`config.mk`:
```
export PLATFORM = sky130hd
export DESIGN_NAME = nnrv_ifq
export DESIGN_NICKNAME = d
export VERILOG_FILES = /design/src/rtl/nnrv_ifq.sv
export SDC_FILE = /design/constraint.sdc
export NUM_CORES = 1
export LEC_CHECK = 0
export CORE_ASPECT_RATIO = 0.75
export CORE_MARGIN = 8
export CORE_UTILIZATION = 55
export CTS_BUF_LIST = sky130_fd_sc_hd__clkbuf_8
export DETAILED_ROUTE_END_ITERATION = 6
export PLACE_DENSITY = 0.9
export SETUP_SLACK_MARGIN = 0.02
export SYNTH_ARGS = -nofsm -noshare
export SYNTH_HDL_FRONTEND = slang
export SYNTH_SLANG_ARGS = --single-unit
```
`constraint.sdc`:
```
create_clock -name i_clk -period 4.4 [get_ports i_clk]
set_input_delay 1.1 -clock i_clk [delete_from_list [all_inputs] [get_ports i_clk]]
set_output_delay 1.1 -clock i_clk [all_outputs]
set_load 0.005 [all_outputs]
```
`src/rtl/nnrv_ifq.sv`:
```
// rtl/nnrv_ifq.sv - instruction fetch prefetch queue
//
// Fetches 32-bit instructions from a one-cycle-latency RAM into a DEPTH-entry
// queue of {pc, instr} and presents the head to decode.
//
// Ports:
//   i_clk, i_rst      clock, synchronous active-high reset
//   o_ram_rd_*        fetch request (address, strobe, byte mask)
//   i_ram_rd_data     fetch data, valid the cycle after o_ram_rd_en
//   o_id_valid/instr/cur_pc, i_id_ready   queue head handshake to decode
//   i_id_jmp, i_id_jmp_pc                 redirect request and target
//   o_id_fault        misaligned redirect target (NNRV_IFQ_MISALIGN_TRAP_EN only)
//
// Build option: define NNRV_IFQ_MISALIGN_TRAP_EN to trap misaligned redirect
// targets (HALT + o_id_fault) instead of silently clearing pc[1:0].
module nnrv_ifq #(
  parameter int              XLEN        = 32,
  parameter int              INSTR_WIDTH = 32,
  parameter int              ADDR_WIDTH  = 8,
  parameter int              DEPTH       = 4,
  parameter logic [XLEN-1:0] RESET_PC    = '0
) (
  input  logic                   i_clk,
  input  logic                   i_rst,
  output logic [ADDR_WIDTH-1:0]  o_ram_rd_addr,
  output logic                   o_ram_rd_en,
  output logic [3:0]             o_ram_rd_mask,
  input  logic [INSTR_WIDTH-1:0] i_ram_rd_data,
  output logic                   o_id_valid,
  output logic [INSTR_WIDTH-1:0] o_id_instr,
  output logic [XLEN-1:0]        o_id_cur_pc,
`ifdef NNRV_IFQ_MISALIGN_TRAP_EN
  output logic                   o_id_fault,
`endif
  input  logic                   i_id_ready,
  input  logic                   i_id_jmp,
  input  logic [XLEN-1:0]        i_id_jmp_pc
);

  localparam int PW = $clog2(DEPTH);
  localparam int CW = PW + 1;

  logic [XLEN-1:0]        pc_mem    [DEPTH];
  logic [INSTR_WIDTH-1:0] instr_mem [DEPTH];
  logic [PW-1:0]          wr_ptr, rd_ptr;
  logic [CW-1:0]          count;
  logic                   inflight;
  logic [XLEN-1:0]        inflight_pc;
  logic [XLEN-1:0]        fetch_pc;
  logic [XLEN-1:0]        jmp_target;
  logic                   run;
  logic                   push, pop, issue;
  logic [CW:0]            occupancy, limit;

`ifdef NNRV_IFQ_MISALIGN_TRAP_EN
  typedef enum logic {S_RUN, S_HALT} state_t;
  state_t state_q, state_d;
  logic   misaligned;

  assign misaligned = (i_id_jmp_pc[1:0] != 2'b00);
  assign jmp_target = i_id_jmp_pc;

  always_ff @(posedge i_clk) begin
    if (i_rst) state_q <= S_RUN;
    else       state_q <= state_d;
  end

  always_comb begin
    state_d = state_q;
    if (i_id_jmp) state_d = misaligned ? S_HALT : S_RUN;
  end

  always_comb begin
    run        = (state_q == S_RUN);
    o_id_fault = (state_q == S_HALT);
  end
`else
  logic unused_jmp_lsb;
  assign unused_jmp_lsb = ^i_id_jmp_pc[1:0];
  assign jmp_target     = {i_id_jmp_pc[XLEN-1:2], 2'b00};
  assign run            = 1'b1;
`endif

  assign o_id_valid  = !i_rst && (count != '0);
  assign o_id_instr  = instr_mem[rd_ptr];
  assign o_id_cur_pc = pc_mem[rd_ptr];

  // A redirect outranks everything: it suppresses pop, push and issue.
  assign pop  = o_id_valid && i_id_ready && !i_id_jmp;
  assign push = inflight && !i_id_jmp;

  // The in-flight slot is reserved up front, so a response never lands in a
  // full queue; a same-cycle pop frees one slot for this cycle's issue.
  assign occupancy = {1'b0, count} + {{CW{1'b0}}, inflight};
  assign limit     = (CW + 1)'(DEPTH) + {{CW{1'b0}}, pop};
  assign issue     = !i_rst && run && !i_id_jmp && (occupancy < limit);

  assign o_ram_rd_en   = issue;
  assign o_ram_rd_addr = fetch_pc[ADDR_WIDTH-1:0];
  assign o_ram_rd_mask = 4'b1111;

  always_ff @(posedge i_clk) begin
    if (push) begin
      pc_mem[wr_ptr]    <= inflight_pc;
      instr_mem[wr_ptr] <= i_ram_rd_data;
    end
  end

  always_ff @(posedge i_clk) begin
    if (i_rst) begin
      wr_ptr      <= '0;
      rd_ptr      <= '0;
      count       <= '0;
      inflight    <= 1'b0;
      inflight_pc <= '0;
      fetch_pc    <= RESET_PC;
    end else if (i_id_jmp) begin
      wr_ptr      <= '0;
      rd_ptr      <= '0;
      count       <= '0;
      inflight    <= 1'b0;
      fetch_pc    <= jmp_target;
    end else begin
      if (push) wr_ptr <= wr_ptr + 1'b1;
      if (pop)  rd_ptr <= rd_ptr + 1'b1;
      count    <= count + CW'(push) - CW'(pop);
      inflight <= issue;
      if (issue) begin
        inflight_pc <= fetch_pc;
        fetch_pc    <= fetch_pc + XLEN'(4);
      end
    end
  end

endmodule

```
# Word level (Yosys, flattened, before mapping)
# Memories as Yosys holds them, arrays and structs flattened. A register that Yosys moved wholly into a read port is not among the register bits.
# Index checks and enable logic that the tools add are counted.
[totals]
elab_cells = 38
in_bits = 68
regBits = 72
n_memories = 2
ram_bits = 256
output_inout_bits = 78
[classes]
magnitude_cmp = 1
bitwise = 1
reduce_logical = 12
muxes = 8
n_addsub = 7
[mem_list]
columns = ["name", "words", "word_bits", "rd", "rd_ports_with_merged_regs", "wr", "line_no", "source"]
rows = [
  ["instr_mem", 4, 32, 1, 1, 1, "44", "logic [INSTR_WIDTH-1:0] instr_mem [DEPTH];"],
  ["pc_mem", 4, 32, 1, 1, 1, "43", "logic [XLEN-1:0] pc_mem [DEPTH];"],
]
[ops]
columns = ["operator", "n"]
rows = [
  ["$mux W32", 2],
  ["$add A32 B3 Y32 const B", 1],
  ["$mux W2", 4],
  ["$logic_and A1 B1 Y1", 6],
  ["$add A2 B1 Y2 const B", 2],
  ["$add A3 B1 Y4", 1],
  ["$add A3 B1 Y4 const A", 1],
  ["$lt A4 B4 Y1", 1],
  ["$add A3 B1 Y3", 1],
  ["$reduce_bool A3 Y1", 1],
  ["$sub A3 B1 Y3", 1],
  ["$logic_not A1 Y1", 2],
  ["$mux W1", 2],
  ["$reduce_and A2 Y1", 1],
  ["$reduce_bool A2 Y1", 1],
  ["$reduce_or A2 Y1", 1],
  ["$not A1 Y1", 1],
]

# Logic depth before layout (Yosys ltp)
[logic_depth]
word_depth = 9
mapped_depth = 12
depth_no_buf = 9

# Worst setup path before layout
# No wires, ideal clock.
[synth_path]
kind = "input port to output port"
from = "input i_rst"
to = "output o_ram_rd_en"
path_slack_ps = 792
arrival_time_ps = 2508
t_required_ps = 3300
path_buffers = 5
stages = 9
cell_sequence = "clkbuf_1 or2_1 clkbuf_1 a21oi_1 nand2b_1 buf_2 inv_2 buf_2 buf_1"
[synth_between]
elab_chain_cells = 7
[synth_lines]
columns = ["element", "line_no", "source"]
rows = [
  ["start: declaration", "24", "input logic i_rst,"],
  ["$logic_not A1 Y1 *", "84, 96", ""],
  ["$logic_and A1 B1 Y1", "84", "assign o_id_valid = !i_rst && (count != '0);"],
  ["$logic_and A1 B1 Y1 (2 in a row)", "89", "assign pop = o_id_valid && i_id_ready && !i_id_jmp;"],
  ["$add A3 B1 Y4", "95", "assign limit = (CW + 1)'(DEPTH) + {{CW{1'b0}}, pop};"],
  ["$lt A4 B4 Y1", "96", "assign issue = !i_rst && run && !i_id_jmp && (occupancy < limit);"],
  ["$logic_and A1 B1 Y1 *", "96", ""],
  ["end: declaration", "26", "output logic o_ram_rd_en,"],
]
# Mark *: on every way between the ends. The rest lies on a longest branch, timed or not.

# Worst setup path in the final report
[layout_path]
from = "input i_id_jmp"
to = "output o_ram_rd_en"
[layout_between]
elab_chain_cells = 5
[layout_lines]
columns = ["element", "line_no", "source"]
rows = [
  ["start: declaration", "36", "input logic i_id_jmp,"],
  ["$logic_not A1 Y1 *", "89, 96", ""],
  ["$logic_and A1 B1 Y1", "89", ""],
  ["$add A3 B1 Y4", "95", ""],
  ["$lt A4 B4 Y1", "96", ""],
  ["$logic_and A1 B1 Y1 *", "96", ""],
]
# Marks and branches as above.

==> results_dict.tcl <==
set metrics [dict create \
    status "completed" \
    ctsResizeCount 0 \
    wire_per_inst_um 20.6 \
    cp_max_fo 9 \
    areaGrowthSynthToFinish_pct 19.8 \
    drtAntennaViolNets 0 \
    dp.cells 1149 \
    n_fill_cell 1509 \
    ys_warn_count 0 \
    root_buffer "clkbuf_8" \
    swShare_pct 21.3 \
    synth_area_leaders "edfxtp_1 60%, dfxtp_1 11%, mux4_2 11%" \
    clkPwrFrac_pct 36.8 \
    cts_setup_buffers 0 \
    grt_start_max_net_pins 63 \
    crit_start "i_id_jmp" \
    whs_ps 475 \
    synthesis.area_mm2 0.0123 \
    dieHeight_um 146 \
    gp_congestion 0.820 \
    rows 47 \
    overflow 0 \
    io_buffers 135 \
    vdd_drop_max_mv 0.206 \
    start_util_pct 56.0 \
    yosys.area.top_type "edfxtp_1" \
    r2r_end "fetch_pc[4]$_SDFFE_PP0P_" \
    fin_crit_ps 3850 \
    setup_viol 0 \
    wirelength_um 25300 \
    grt_pass1_wl_um 39800 \
    antenna_found_initial 0 \
    ys_seq_area_share_pct 71.7 \
    die_area_mm2 0.0275 \
    numCtsBuffers 46 \
    grt_pass1_vias 7211 \
    rrSetupSlack_ps 1440 \
    hold_path.class "flip-flop to flip-flop" \
    io_pins 146 \
    p_leak_nw 4.97 \
    pwr-share-seq_pct 58.9 \
    rsz0062_at_grt "no" \
    synth_edf_count 248 \
    drc 0 \
    dp_hpwl_um 16200 \
    worstReg2RegStart "inflight$_SDFF_PP0_" \
    clk_latency_ps 540 \
    cts_buffer_depth 3 \
    fin_util_pct 67.0 \
    tightest_slew_ps 1050 \
    setup_tns_ps 0 \
    numClockSinks 318 \
    arrival_ps 2750 \
    vias_per_cell 5.71 \
    cpMostUsedCell "clkdlybuf4s50_1" \
    nets 981 \
    finalHoldViolations 0 \
    timing.fmax_ghz 0.260 \
    cts.clk_slew.worst_paths_ps 60 \
    slew_headroom_pct 29.8 \
    ctsHoldBuffers 0 \
    h-tree-depth 2 \
    worstPathCellList "clkdlybuf4s50_1 > or2_1 > a21oi_1 > nand2b_2 > inv_2 > clkdlybuf4s50_1" \
    synth.ff_latch_count 318 \
    diodes 0 \
    yosysUniqueCellTypes 58 \
    p_int_mw 4.42 \
    crit_path_start_kind "input pin" \
    holdPathEnd "inflight_pc[29]$_SDFFE_PP0P_" \
    dieWidth_um 189 \
    synth_top_area_share_pct 60.3 \
    hold_depth 2 \
    fin_skew_ps 19.1 \
    final_max_slew_viol_count 0 \
    combPwrFrac_pct 4.3 \
    drtPass1Iterations 7 \
    hp-start "fetch_pc[29]$_SDFFE_PP0P_" \
    reg2regPathDepth 10 \
    post-route-period-util_pct 87.6 \
    path_class "input pin to output port" \
    synth-async-reset-ratio_pct 0 \
    vias 7013 \
    ys.flop_type "edfxtp_1" \
    drtIter0Drc 493 \
    core_area_mm2 0.0221 \
    avgSynthCellArea_um2 16.3 \
    syn-instance-count 759 \
    p_total_mw 5.61 \
    p_per_area_mw_per_mm2 380 \
    cp_slowest_stage_delay_ps 490 \
    crit_slowest_cell "clkdlybuf4s50_1" \
    grtUsageTotal_pct 18.1 \
    crit_required_ps 3300 \
    path_delay_family "buffers and inverters" \
    instances_no_fill 1229 \
    p_switching_mw 1.19 \
    end_kind "output port" \
    max_cap_violations 0 \
    drive_gt1_share_pct 16.1 \
    cts_tree "done" \
    path_buf_inv 3 \
]
## synthesized netlist by cell type (3+ instances only)
master and instances:
a22oi_1 3, ha_1 9, nor2_1 24, a31oi_1 13, nand2_1 86, clkbuf_1 28, edfxtp_1 248, and2_1 8
or3_1 6, nand2b_1 4, xor2_1 3, buf_1 9, nand4_1 7, dfxtp_1 70, o21ai_0 17, nand3_1 10
inv_1 9, a21oi_1 53, nor3_1 6, nor4_1 3, and3_1 5, a41oi_1 5, mux2_2 3, buf_4 14
mux4_2 62, a32oi_1 3, nor2b_1 5, buf_2 6, xnor2_1 4
## metrics by stage
stage | instance area, um2 | setup WS [ps]
after floorplan | 12400 | 792
after global placement | 14000 | 555
after detailed placement | 14000 | 546
after CTS | 14800 | 541
after global routing | 14800 | 430
final | 14800 | 547
## cells by family (layout without fill, tap and decap cells)
kind of cell	after synthesis	after routing	share of synthesized area (%)
DFF	318	318	71.7
AOI/OAI and AO/OA	102	102	4.80
xor gates and xnor gates	7	7	0.497
other	2	8	0.0608
muxes	68	68	11.8
adders and majority gates	10	10	1.07
buffers and inverters	67	237	2.52
and+or+nand+nor	185	185	7.51
## cell type report
cell class | instances | area, um2 | share of cell area [%]
sequential | 318 | 8860 | 59.9
tap | 294 | 368 | 2.49
multi-input combinational | 380 | 3220 | 21.8
clock buffer | 49 | 674 | 4.56
timing repair buffer | 147 | 1500 | 10.1
clock inverter | 31 | 131 | 0.889
inverter | 10 | 37.5 | 0.254
## power by group through the flow
stage | Sequential, mW | Combinational [mW] | Clock [mW]
after floorplan | 3.36 | 0.115 | 0
after global placement | 3.36 | 0.234 | 0
after detailed placement | 3.37 | 0.241 | 0
after CTS | 3.30 | 0.242 | 2.12
after global routing | 3.31 | 0.261 | 2.25
final | 3.31 | 0.241 | 2.07
## flip-flops by register name, indices dropped and copies added (netlist names), named ones only
register     cells
instr_mem      128
pc_mem         120
rd_ptr           2
wr_ptr           2
inflight_pc     30
fetch_pc        30
inflight         1
count            3
## worst reg2reg max path, stage by stage, from the launching register on
cell and delay [ps]:
dfxtp_1 370, ha_1 230, ha_1 280, nor2_1 50, a41oi_1 180, nand2b_2 150
inv_2 40, buf_4 260, nor2_1 870, o21ai_0 260, a21oi_1 200
## worst max path at each step
| stage | slack [ps] | cells after the start | endpoint |
|---|---|---|---|
| floorplan | 790 | 9 | o_ram_rd_en |
| global placement | 560 | 6 | o_ram_rd_en |
| detailed placement | 550 | 6 | o_ram_rd_en |
| CTS | 540 | 6 | o_ram_rd_en |
| global route | 430 | 6 | o_ram_rd_en |
| finish | 550 | 6 | o_ram_rd_en |
## placed cells by master (no fill, tap or decap), types with 3 or more instances in the layout
cell	Yosys	routed
a32oi_1	3	3
a41oi_1	5	5
nand4_1	7	7
clkinv_1	0	10
mux4_2	62	62
a22oi_1	3	3
nor4_1	3	3
buf_4	14	7
xor2_1	3	3
nor3_1	6	6
nand3_1	10	10
and3_1	5	5
nand2b_1	4	3
or3_1	6	6
mux2_2	3	3
ha_1	9	9
nand2_1	86	86
dfxtp_1	70	68
and2_4	0	4
clkinv_2	0	6
a31oi_1	13	13
buf_12	0	5
edfxtp_1	248	248
clkbuf_8	0	49
clkdlybuf4s50_1	0	134
xnor2_1	4	4
o21ai_0	17	17
nor2_1	24	24
nor2b_1	5	5
a21oi_1	53	53
inv_1	9	22
conb_1	2	8
and2_1	8	4
## layer usage
metal / share of wire (%) / up-vias / track usage, %
met3: 8.4 / 38 / 5.10
met1: 43 / 3470 / 24.9
met2: 47 / 301 / 28.4
met5: 0 / - / 0
li1: - / 3204 / -
met4: 1.6 / 0 / 4.52
(Power assumes the default switching activity.)
